--- src/rtl/mem_access_unit.sv ---
// mem_access_unit: MEM-stage data-memory controller.
// Turns load/store requests into req/ack bus transactions and stalls the pipeline until they finish.
module mem_access_unit #(
    parameter int unsigned TIMEOUT = 16
) (
    input  logic        clk,
    input  logic        reset,
    input  logic        mem_read_in,
    input  logic        mem_write_in,
    input  logic [1:0]  size_in,
    input  logic        unsigned_in,
    input  logic [31:0] addr_in,
    input  logic [31:0] wdata_in,
    output logic        stall,
    output logic [31:0] mem_data_out,
    output logic        misalign_err,
    output logic        timeout_err,
    output logic        bus_req,
    output logic        bus_we,
    output logic [31:0] bus_addr,
    output logic [3:0]  bus_be,
    output logic [31:0] bus_wdata,
    input  logic        bus_ack,
    input  logic [31:0] bus_rdata
);
    localparam int unsigned CW = (TIMEOUT > 2) ? $clog2(TIMEOUT) : 1;
    localparam logic [CW-1:0] CNT_LAST = CW'(TIMEOUT - 1);

    typedef enum logic [1:0] {
        S_IDLE,
        S_WAIT,
        S_DONE
    } state_t;

    state_t      state_q, state_d;
    logic [CW-1:0] cnt_q, cnt_d;
    logic        bus_req_q, bus_req_d;
    logic        bus_we_q, bus_we_d;
    logic [31:0] bus_addr_q, bus_addr_d;
    logic [3:0]  bus_be_q, bus_be_d;
    logic [31:0] bus_wdata_q, bus_wdata_d;
    logic [1:0]  size_q, size_d;
    logic        uns_q, uns_d;
    logic [1:0]  off_q, off_d;
    logic [31:0] mem_data_q, mem_data_d;
    logic        misalign_q, misalign_d;
    logic        timeout_q, timeout_d;

    logic        req;
    logic        misaligned;
    logic [3:0]  be_new;
    logic [31:0] wdata_new;
    logic [7:0]  rd_byte;
    logic [15:0] rd_half;
    logic [31:0] load_data;

    // Request decode: alignment check and store lane placement.
    always_comb begin
        req        = mem_read_in | mem_write_in;
        misaligned = 1'b0;
        be_new     = 4'b1111;
        wdata_new  = wdata_in;
        case (size_in)
            2'b00: begin
                be_new    = 4'b0001 << addr_in[1:0];
                wdata_new = {4{wdata_in[7:0]}};
            end
            2'b01: begin
                misaligned = addr_in[0];
                be_new     = addr_in[1] ? 4'b1100 : 4'b0011;
                wdata_new  = {2{wdata_in[15:0]}};
            end
            default: begin
                misaligned = (addr_in[1:0] != 2'b00);
            end
        endcase
    end

    always_comb begin
        rd_byte = bus_rdata[{off_q, 3'b000} +: 8];
        rd_half = off_q[1] ? bus_rdata[31:16] : bus_rdata[15:0];
        case (size_q)
            2'b00:   load_data = {{24{rd_byte[7] & ~uns_q}}, rd_byte};
            2'b01:   load_data = {{16{rd_half[15] & ~uns_q}}, rd_half};
            default: load_data = bus_rdata;
        endcase
    end

    always_comb begin
        state_d     = state_q;
        cnt_d       = cnt_q;
        bus_req_d   = bus_req_q;
        bus_we_d    = bus_we_q;
        bus_addr_d  = bus_addr_q;
        bus_be_d    = bus_be_q;
        bus_wdata_d = bus_wdata_q;
        size_d      = size_q;
        uns_d       = uns_q;
        off_d       = off_q;
        mem_data_d  = mem_data_q;
        misalign_d  = 1'b0;
        timeout_d   = 1'b0;
        case (state_q)
            S_IDLE: begin
                if (req) begin
                    if (misaligned) begin
                        mem_data_d = '0;
                        misalign_d = 1'b1;
                        state_d    = S_DONE;
                    end else begin
                        bus_req_d   = 1'b1;
                        bus_we_d    = mem_write_in;
                        bus_addr_d  = {addr_in[31:2], 2'b00};
                        bus_be_d    = be_new;
                        bus_wdata_d = mem_write_in ? wdata_new : '0;
                        size_d      = size_in;
                        uns_d       = unsigned_in;
                        off_d       = addr_in[1:0];
                        cnt_d       = '0;
                        state_d     = S_WAIT;
                    end
                end
            end
            S_WAIT: begin
                // An ack on the last allowed cycle still completes the access.
                if (bus_ack) begin
                    mem_data_d = bus_we_q ? '0 : load_data;
                    bus_req_d  = 1'b0;
                    state_d    = S_DONE;
                end else if (cnt_q == CNT_LAST) begin
                    mem_data_d = '0;
                    timeout_d  = 1'b1;
                    bus_req_d  = 1'b0;
                    state_d    = S_DONE;
                end else begin
                    cnt_d = cnt_q + 1'b1;
                end
            end
            S_DONE: begin
                cnt_d   = '0;
                state_d = S_IDLE;
            end
            default: begin
                bus_req_d = 1'b0;
                state_d   = S_IDLE;
            end
        endcase
    end

    always_ff @(posedge clk or negedge reset) begin
        if (!reset) begin
            state_q     <= S_IDLE;
            cnt_q       <= '0;
            bus_req_q   <= 1'b0;
            bus_we_q    <= 1'b0;
            bus_addr_q  <= '0;
            bus_be_q    <= '0;
            bus_wdata_q <= '0;
            size_q      <= '0;
            uns_q       <= 1'b0;
            off_q       <= '0;
            mem_data_q  <= '0;
            misalign_q  <= 1'b0;
            timeout_q   <= 1'b0;
        end else begin
            state_q     <= state_d;
            cnt_q       <= cnt_d;
            bus_req_q   <= bus_req_d;
            bus_we_q    <= bus_we_d;
            bus_addr_q  <= bus_addr_d;
            bus_be_q    <= bus_be_d;
            bus_wdata_q <= bus_wdata_d;
            size_q      <= size_d;
            uns_q       <= uns_d;
            off_q       <= off_d;
            mem_data_q  <= mem_data_d;
            misalign_q  <= misalign_d;
            timeout_q   <= timeout_d;
        end
    end

    // Stall is forced low while reset is held, even with a request pending.
    assign stall        = reset & (((state_q == S_IDLE) & req) | (state_q == S_WAIT));
    assign mem_data_out = mem_data_q;
    assign misalign_err = misalign_q;
    assign timeout_err  = timeout_q;
    assign bus_req      = bus_req_q;
    assign bus_we       = bus_we_q;
    assign bus_addr     = bus_addr_q;
    assign bus_be       = bus_be_q;
    assign bus_wdata    = bus_wdata_q;

endmodule

--- config.mk ---
export PLATFORM = sky130hd
export DESIGN_NAME = mem_access_unit
export DESIGN_NICKNAME = d
export VERILOG_FILES = /design/src/rtl/mem_access_unit.sv
export SDC_FILE = /design/constraint.sdc
export NUM_CORES = 1
export LEC_CHECK = 0
export ABC_AREA = 1
export BUFFER_PORTS_ARGS = -buffer_cell sky130_fd_sc_hd__buf_4
export CORE_ASPECT_RATIO = 0.9
export CORE_MARGIN = 8
export CORE_UTILIZATION = 44
export CTS_CLUSTER_DIAMETER = 80
export DETAILED_ROUTE_END_ITERATION = 16
export PLACE_DENSITY = 0.76
export SETUP_SLACK_MARGIN = 0.5
export SLEW_MARGIN = 20
export SYNTH_ARGS = -nofsm -noshare
export SYNTH_HDL_FRONTEND = slang
export SYNTH_SLANG_ARGS = --single-unit
--- constraint.sdc ---
create_clock -name clk -period 1.4 [get_ports clk]
set_input_delay 0.28 -clock clk [delete_from_list [all_inputs] [get_ports clk]]
set_output_delay 0.28 -clock clk [all_outputs]
set_load 0.05 [all_outputs]
Word-level counts from Yosys, hierarchy flattened. Index checks and enable logic that the tools add are counted.

Multiplexer cells: 34. Shifts and indexed selects: 2. Add/sub/neg operators: 1. Bitwise operators: 9. Equal/unequal tests: 11. Reductions and logical operators: 11.

Operator list (number): 32-bit 2-to-1 mux (6); 32-bit one-hot mux with 2 select lines (3); 32-bit by 6-bit indexed part select with 8-bit output (1); 4-bit 2-to-1 mux (5); 16-bit 2-to-1 mux (1); 4-bit one-hot mux with 3 select lines (1); 1-bit 2-to-1 mux (10); 2-bit != test, second input constant (5); 2-bit 2-to-1 mux (4); 4-bit one-hot mux with 2 select lines (1); 4-bit AND reduction (2); 2-bit by 1-bit == test with 1-bit output, second input constant (3); 2-bit logical NOT (3); 5-bit AND reduction (1); 4-bit by 1-bit adder with 4-bit output, second input constant (1); 1-bit bitwise AND (4); 4-bit == test, second input constant (1); 2-bit one-hot mux with 2 select lines (1); 2-bit nonzero test (2); 1-bit by 2-bit << shifter with 4-bit output, first input constant (1); 3-bit != test, second input constant (1); 1-bit inverter (3); 1-bit one-hot mux with 3 select lines (1); 3-bit AND reduction (1); 5 further kinds (6).

Output and inout bits: 105. Bits in registers: 113.

Logic depth before layout (Yosys ltp). Gate-level depths: netlist of the first run.

Depth after elaboration: 6. Depth in mapped cells: 11.

Worst setup path after synthesis of the first run. Ideal clock, no wire load.

Path kind: reg-to-reg. Start point: reg bus_we_q (netlist: bus_we). End point: reg mem_data_q[13] (netlist: mem_data_out[13]). Path buffers: 1. Slack: -68 ps. Arrival time: 1351 ps. Stages on the path, launching flop included: 7. Path through: dfrtp_1 -> inv_1 -> nand3_1 -> clkbuf_1 -> a21oi_1 -> nand2_1 -> nand2_1.

Cells in the longest elaborated chain, start to end: 3.

RTL lines: from (decl) (line 38) `logic bus_we_q, bus_we_d;`; from (signal assigned) (line 169) `bus_we_q <= bus_we_d;`; 32-bit 2-to-1 mux (line 127) `mem_data_d = bus_we_q ? '0 : load_data;`; 32-bit 2-to-1 mux (line 126) `if (bus_ack) begin`; 32-bit one-hot mux with 2 select lines (line 103) `case (state_q)`; to (signal assigned) (line 176) `mem_data_q <= mem_data_d;`; to (decl) (line 45) `logic [31:0] mem_data_q, mem_data_d;`.

Every way passes these cells. A chain may end at the register's enable or synchronous reset.

Worst setup path after layout of the first run.
Start point: reg state_q[0]. End point: reg mem_data_q[8] (netlist: mem_data_out[8]).

Cells in the longest elaborated chain, start to end: 3. Elaborated cells on any way between the ends: 8. Classes of those cells: eq/ne (4); mux (1); reduce/logical (3).

RTL lines: from (decl) (line 35) `state_t state_q, state_d;`; from (signal assigned) (line 166) `state_q <= state_d;`; 2-bit by 1-bit == test with 1-bit output or 2-bit logical NOT (tied branches) (line 103); 3-bit != test (no source line) (tied with other cells); 4-bit AND reduction (no source line).

Parallel ways exist; a longest one is shown, timed or not.

==> results.ini, run 1 <==
[clock_network]
cts_inserted_buffers=17
cts_tree=done
worstSkewPairLatency_ps=420
cts_buffer_depth=2
h-tree-depth=4
path_clk_slew_ps=60
ctsHoldBuffers=0
root_buffer=clkbuf_16
numClockSinks=113

[setup_path]
critPathLaunchType=register
critical_path_class=reg2reg
cp.required_ps=1680
reg2reg_slack_ps=-460
crit_start=state_q[0]
timing.rr.start=state_q[0]
end_kind=register
crit_path_max_incr_delay_ps=420
path_max_fanout=7
crit_arrival_ps=2140
critPathSlowestCell=dfrtp_1
cp_cell_sequence=buf_6 > inv_4 > nor2_4 > buf_6 > nand3b_1 > nand2_2 > nor2_4 > nand2_4 > clkbuf_16 > nand2_2 > nand2_1

[sta]
max_freq_mhz=538
maxSlewViolCount=0
worst_pin_slew_ps=1210
finalClockSkew_ps=11.3
whs_ps=-33.5
rsz0062_at_grt=true
finalCritPeriodShare_pct=133
setup_slack_ps=-459
slew-limit-headroom_pct=18.6
finalHoldViolations=19
setup_violations=114
period_needed_ps=1860

[run_status]
violations=negative hold slack, negative setup slack
status=finished, violations left

[route]
drtPass1Iterations=6
wl_per_cell_um=28.5
drt_iter0_drc=1442
vias_per_cell=6.28
route.vias.total=7797
drcViolationCount=0
ant_nets=0
wl_um=35400

[grt]
grt_pass1_wl_um=39600
gr-usage-met2_pct=54.4
use_met3_pct=10.2
overflow=0
antenna_found_initial=0
grt_max_degree=114
met1_usage_pct=34.4
grt_usage_pct=31.8
grt_pass1_vias=7142
grt-busiest-layer=met2

[yosys]
synth_seq_cells=113
avgSynthCellArea_um2=7.67
netlist_instances=699
synth_area_um2=5360
ys_types=29
yosysSeqAreaShare_pct=52.8
ys_warn_count=0

[cells_and_area]
layout_common_cells=buf_4, nand2_1, buf_6
fin_util_pct=93.7
fin_area_um2=11200
syn_to_final_growth_pct=110
nNetsFinal=1175
drive_above_1_share_pct=60.9
antenna_cells=0
layout_commonest_cell=buf_4
num-fill-cells=304

[place]
dp_slack_ps=-142
hpwlAfterDp_um=13000
placed_area_um2=7410
gp_routability_congestion=0.830
io_buffers=206

[power]
total_power_mw=30.5
p_per_area_nw_per_um2=2710
ir_drop_v=0.00193
leakagePower_nw=6.10

[floorplanning]
die_y_um=121
core-area_um2=12000
die_area_um2=16000
die_x_um=132
start_util_pct=44.7
io_pins=209
rows=38

[job]
drv_cap=0

[min_path]
hp-class=in2async

## per-layer routing
metal | vias up | part of all wire [%]
met1 | 3646 | 32
met3 | 307 | 14
met4 | 0 | 9.1
li1 | 2948 | -
met2 | 896 | 45
met5 | - | 0
## where the power goes
group	total (mW)	internal (mW)	switching, mW	leakage (nW)
Sequential	6.05	4.60	1.44	1.47
Combinational	19.3	7.82	11.5	4.31
Clock	5.09	3.33	1.75	0.321
## worst paths after layout
kind | to | depth (start not counted)
setup / recovery | mem_data_out[8] | 11
hold / removal | bus_wdata[27] | 2
setup reg to reg | mem_data_out[8] | 11
hold reg to reg | bus_wdata[1] | 2
max in group asynchronous | bus_addr[8] | 2
min in group clk | bus_addr[19] | 3
## layout make-up
class,instances,area (µm²),share of cell area [%]
Timing Repair Buffer,386,4060,36.2
Multi-Input combinational cell,520,3320,29.6
Sequential cell,113,2830,25.2
Clock buffer,21,480,4.28
Tap cell,160,200,1.78
Clock inverter,10,180,1.60
Inverter,32,154,1.37
## per-stage QoR
stage | TNS [ps] | hold WS (ps) | cells
after floorplan | 0 | -15.6 | 700
after global placement | -4550 | 447 | 1084
after detailed placement | -8300 | 445 | 1084
after CTS | -16170 | 17.2 | 1187
after global routing | -40560 | 16.6 | 1242
final | -37510 | -33.5 | 1242
## cells in the mapped netlist
cell type | n | share of area (%)
buf_4 | 8 | 1.1
o21ai_1 | 6 | 0.56
clkinv_4 | 1 | 0.16
xor2_1 | 1 | 0.16
a21oi_1 | 25 | 2.3
nand3_1 | 18 | 1.7
nand3b_1 | 1 | 0.14
nand2_4 | 1 | 0.21
o21bai_1 | 5 | 0.70
a211oi_1 | 2 | 0.28
conb_1 | 1 | 0.070
or2_2 | 1 | 0.12
buf_6 | 5 | 1.1
inv_1 | 27 | 1.9
nor3_1 | 10 | 0.93
o21a_1 | 1 | 0.14
nor2_1 | 40 | 2.8
clkbuf_1 | 11 | 0.77
nor2_2 | 2 | 0.23
nand2_1 | 336 | 24
ha_1 | 1 | 0.23
nand2_2 | 5 | 0.58
nand3_4 | 1 | 0.33
clkinv_1 | 1 | 0.070
nor2_4 | 1 | 0.21
inv_2 | 3 | 0.21
dfrtp_1 | 113 | 53
buf_2 | 11 | 1.0
o21ai_0 | 61 | 5.7
## flip-flops by register name, indices dropped and copies added (netlist names)
| name | cells |
|---|---|
| state_q | 2 |
| bus_we | 1 |
| bus_req | 1 |
| bus_addr | 30 |
| cnt_q | 4 |
| bus_wdata | 32 |
| bus_be | 4 |
| timeout_err | 1 |
| uns_q | 1 |
| mem_data_out | 32 |
| size_q | 2 |
| misalign_err | 1 |
| off_q | 2 |
## cells by family after synthesis
kind of cell	Yosys count	share of synthesized area, %
adders and majority gates	1	0.233
other	1	0.0700
DFF	113	52.8
buffers and inverters	67	6.30
xor gates and xnor gates	1	0.163
AOI/OAI and AO/OA	100	9.71
and+or+nand+nor	416	30.8
## critical path, delay by kind of cell (launching register included)
family | cells | cell delay, ps
flip-flops | 1 | 420
buffers and inverters | 4 | 550
AND/OR/NAND/NOR | 7 | 750
## what timing repair did
item,4_1_cts,5_1_grt
gates resized for setup,320,209
setup endpoints to repair,216,216
pin swaps,24,37
buffers inserted,53,52
cloned,19,3
Power figures use the tool's default switching activity.
==> run 2, diff against run 1 <==
==> constraint.sdc (replaced) <==
create_clock -name clk -period 1.4 [get_ports clk]
set_input_delay 0.28 -clock clk [delete_from_list [all_inputs] [get_ports clk]]
set_output_delay 0.28 -clock clk [all_outputs]
set_load 0.005 [all_outputs]
==> run 2 against run 1 <==
  * The flow still finishes with violations (negative hold slack, negative setup slack)
  * Sequential power fell by 6.1%
  * Core utilization fell by 19 points
  * Flip-flop and latch count did not move
  * Final cell count fell by 6.7%
  * Register-to-register slack improved by 230 ps
  * Combinational power fell by 52%
  * Clock skew barely moved
  * Critical endpoint is now stall
  * Largest cell class is now sequential cells
  * Largest power group unchanged
==> results.ini, run 2 (same netlist as run 1, synthesis figures left out) <==
[route]
drcViolationCount=0
drtPass1Iterations=5
drt_iter0_drc=551
route.vias.total=5801
vias_per_cell=5.01
wl_per_cell_um=16.7
ant_nets=0
wl_um=19300

[power]
seqPwrFrac_pct=29.1
intPower_mw=12.7
p_sw_share_pct=35.0
ir_drop_v=0.00129
leakagePower_nw=4.86
p_sw_mw=6.83
p_per_area_nw_per_um2=2170
comb_power_share_pct=47.8
pwr-share-clk_pct=23.1

[run_status]
status=finished, violations left
violations=negative hold slack, negative setup slack

[place]
gp_routability_congestion=0.843
hpwlAfterDp_um=12600
placed_area_um2=7300
io_buffers=206
dp.cells=1073

[floorplanning]
start_util_pct=44.7
core-area_um2=12000
io_pins=209
die_y_um=121
die_area_um2=16000
die_x_um=132
rows=38

[grt]
grt_pass1_wl_um=31300
grt_max_degree=114
overflow=0
antenna_found_initial=0
grt_usage_pct=24.5
grt_pass1_vias=6087

[sta]
finalCritPeriodShare_pct=121
finalHoldViolations=18
rsz0062_at_grt=true
maxSlewViolCount=0
finalClockSkew_ps=11.2
worst_pin_slew_ps=604
setup_violations=61
slew-limit-headroom_pct=59.7
max_freq_mhz=588
setup_slack_ps=-300
period_needed_ps=1700
whs_ps=-24.7

[clock_network]
root_buffer=clkbuf_16
path_clk_slew_ps=60
cts_tree=done
worstSkewPairLatency_ps=410
h-tree-depth=4
numClockSinks=113
cts_inserted_buffers=17
cts_buffer_depth=2

[cells_and_area]
fin_cells=1159
drive_above_1_share_pct=40.5
antenna_cells=0
syn_to_final_growth_pct=67.7
fin_util_pct=75.0
layout_commonest_cell=nand2_1
nNetsFinal=1091
layout_common_cells=nand2_1, buf_4, dfrtp_1
fin_area_um2=8990

[setup_path]
crit_path_max_incr_delay_ps=420
crit_buf_inv=3
cp_cell_sequence=inv_2 > nor2_4 > buf_6 > o21a_1 > buf_4
worst_path_dominant_cell_family=flip-flops
cp.required_ps=1120
end_kind=output port
path_max_fanout=4
critical_path_class=reg2out
critPathLaunchType=register
critPathSlowestCell=dfrtp_1
crit_arrival_ps=1420

[job]
drv_cap=0

[min_path]
hp-class=in2async

## run 2: cell count changes in the layout (fill, tap and decap cells not counted), moves of 9 or more
cell / delta
buf_12: -12
nand2_2: -53
o21ai_2: -25
nand2_1: +138
o21ai_0: +20
nand2_4: -83
buf_8: -10
buf_16: -16
buf_4: -35
buf_6: -10
o21ai_1: +9
## run 2: final cells by class
type,count,area [µm²]
Sequential cell,113,2830
Fill cell,855,2990
Tap cell,160,200
Clock buffer,23,488
Clock inverter,9,129
Multi-Input combinational cell,520,2390
Inverter,32,138
Timing Repair Buffer,301,2810
Timing Repair inverter,1,7.51
## run 2: final timing paths
| check | start | endpoint | slack, ps | depth (start not counted) |
|---|---|---|---|---|
| setup reg to reg | state_q[1] | state_q[0] | -230 | 10 |
| setup / recovery | state_q[0] | stall | -300 | 5 |
| hold reg to reg | bus_addr[28] | bus_addr[28] | 500 | 2 |
| min in group clk | addr_in[16] | bus_addr[16] | 60 | 3 |
| max in group asynchronous | reset | state_q[1] | 960 | 2 |
| hold / removal | reset | mem_data_out[19] | -20 | 2 |
## run 2: per-stage QoR
step,setup TNS (ps),worst slack (ps),total power [mW]
after floorplan,0,24.8,8.69
after global placement,-252,-29.7,12.0
after detailed placement,-1930,-91.3,12.1
after CTS,-8970,-281,19.3
after global routing,-15970,-349,20.7
final,-9070,-300,19.5
## run 2: power groups by stage
stage	Sequential [mW]	Clock, mW	Combinational [mW]
2_1_floorplan	5.43	0	3.26
3_3_place_gp	5.42	0	6.57
3_5_place_dp	5.40	0	6.69
4_1_cts	5.64	4.57	9.12
5_1_grt	5.82	4.72	10.2
6_report	5.68	4.51	9.33
## run 2: per-layer routing
metal	routed length (µm)	share of wire, %	GRT usage [%]	vias to the layer above
li1	-	-	-	2769
met2	8930	46	38.4	300
met1	7880	41	29.2	2690
met3	2070	11	9.99	42
met4	464	2.4	10.7	0
met5	0	0	0	-
## run 2: repair_timing
action | in CTS | in global routing
pin swaps | 18 | 3
gates resized for setup | 156 | 16
hold buffers | 0 | 0
cloned | 5 | 0
setup endpoints to repair | 216 | 216
setup buffers | 48 | 1
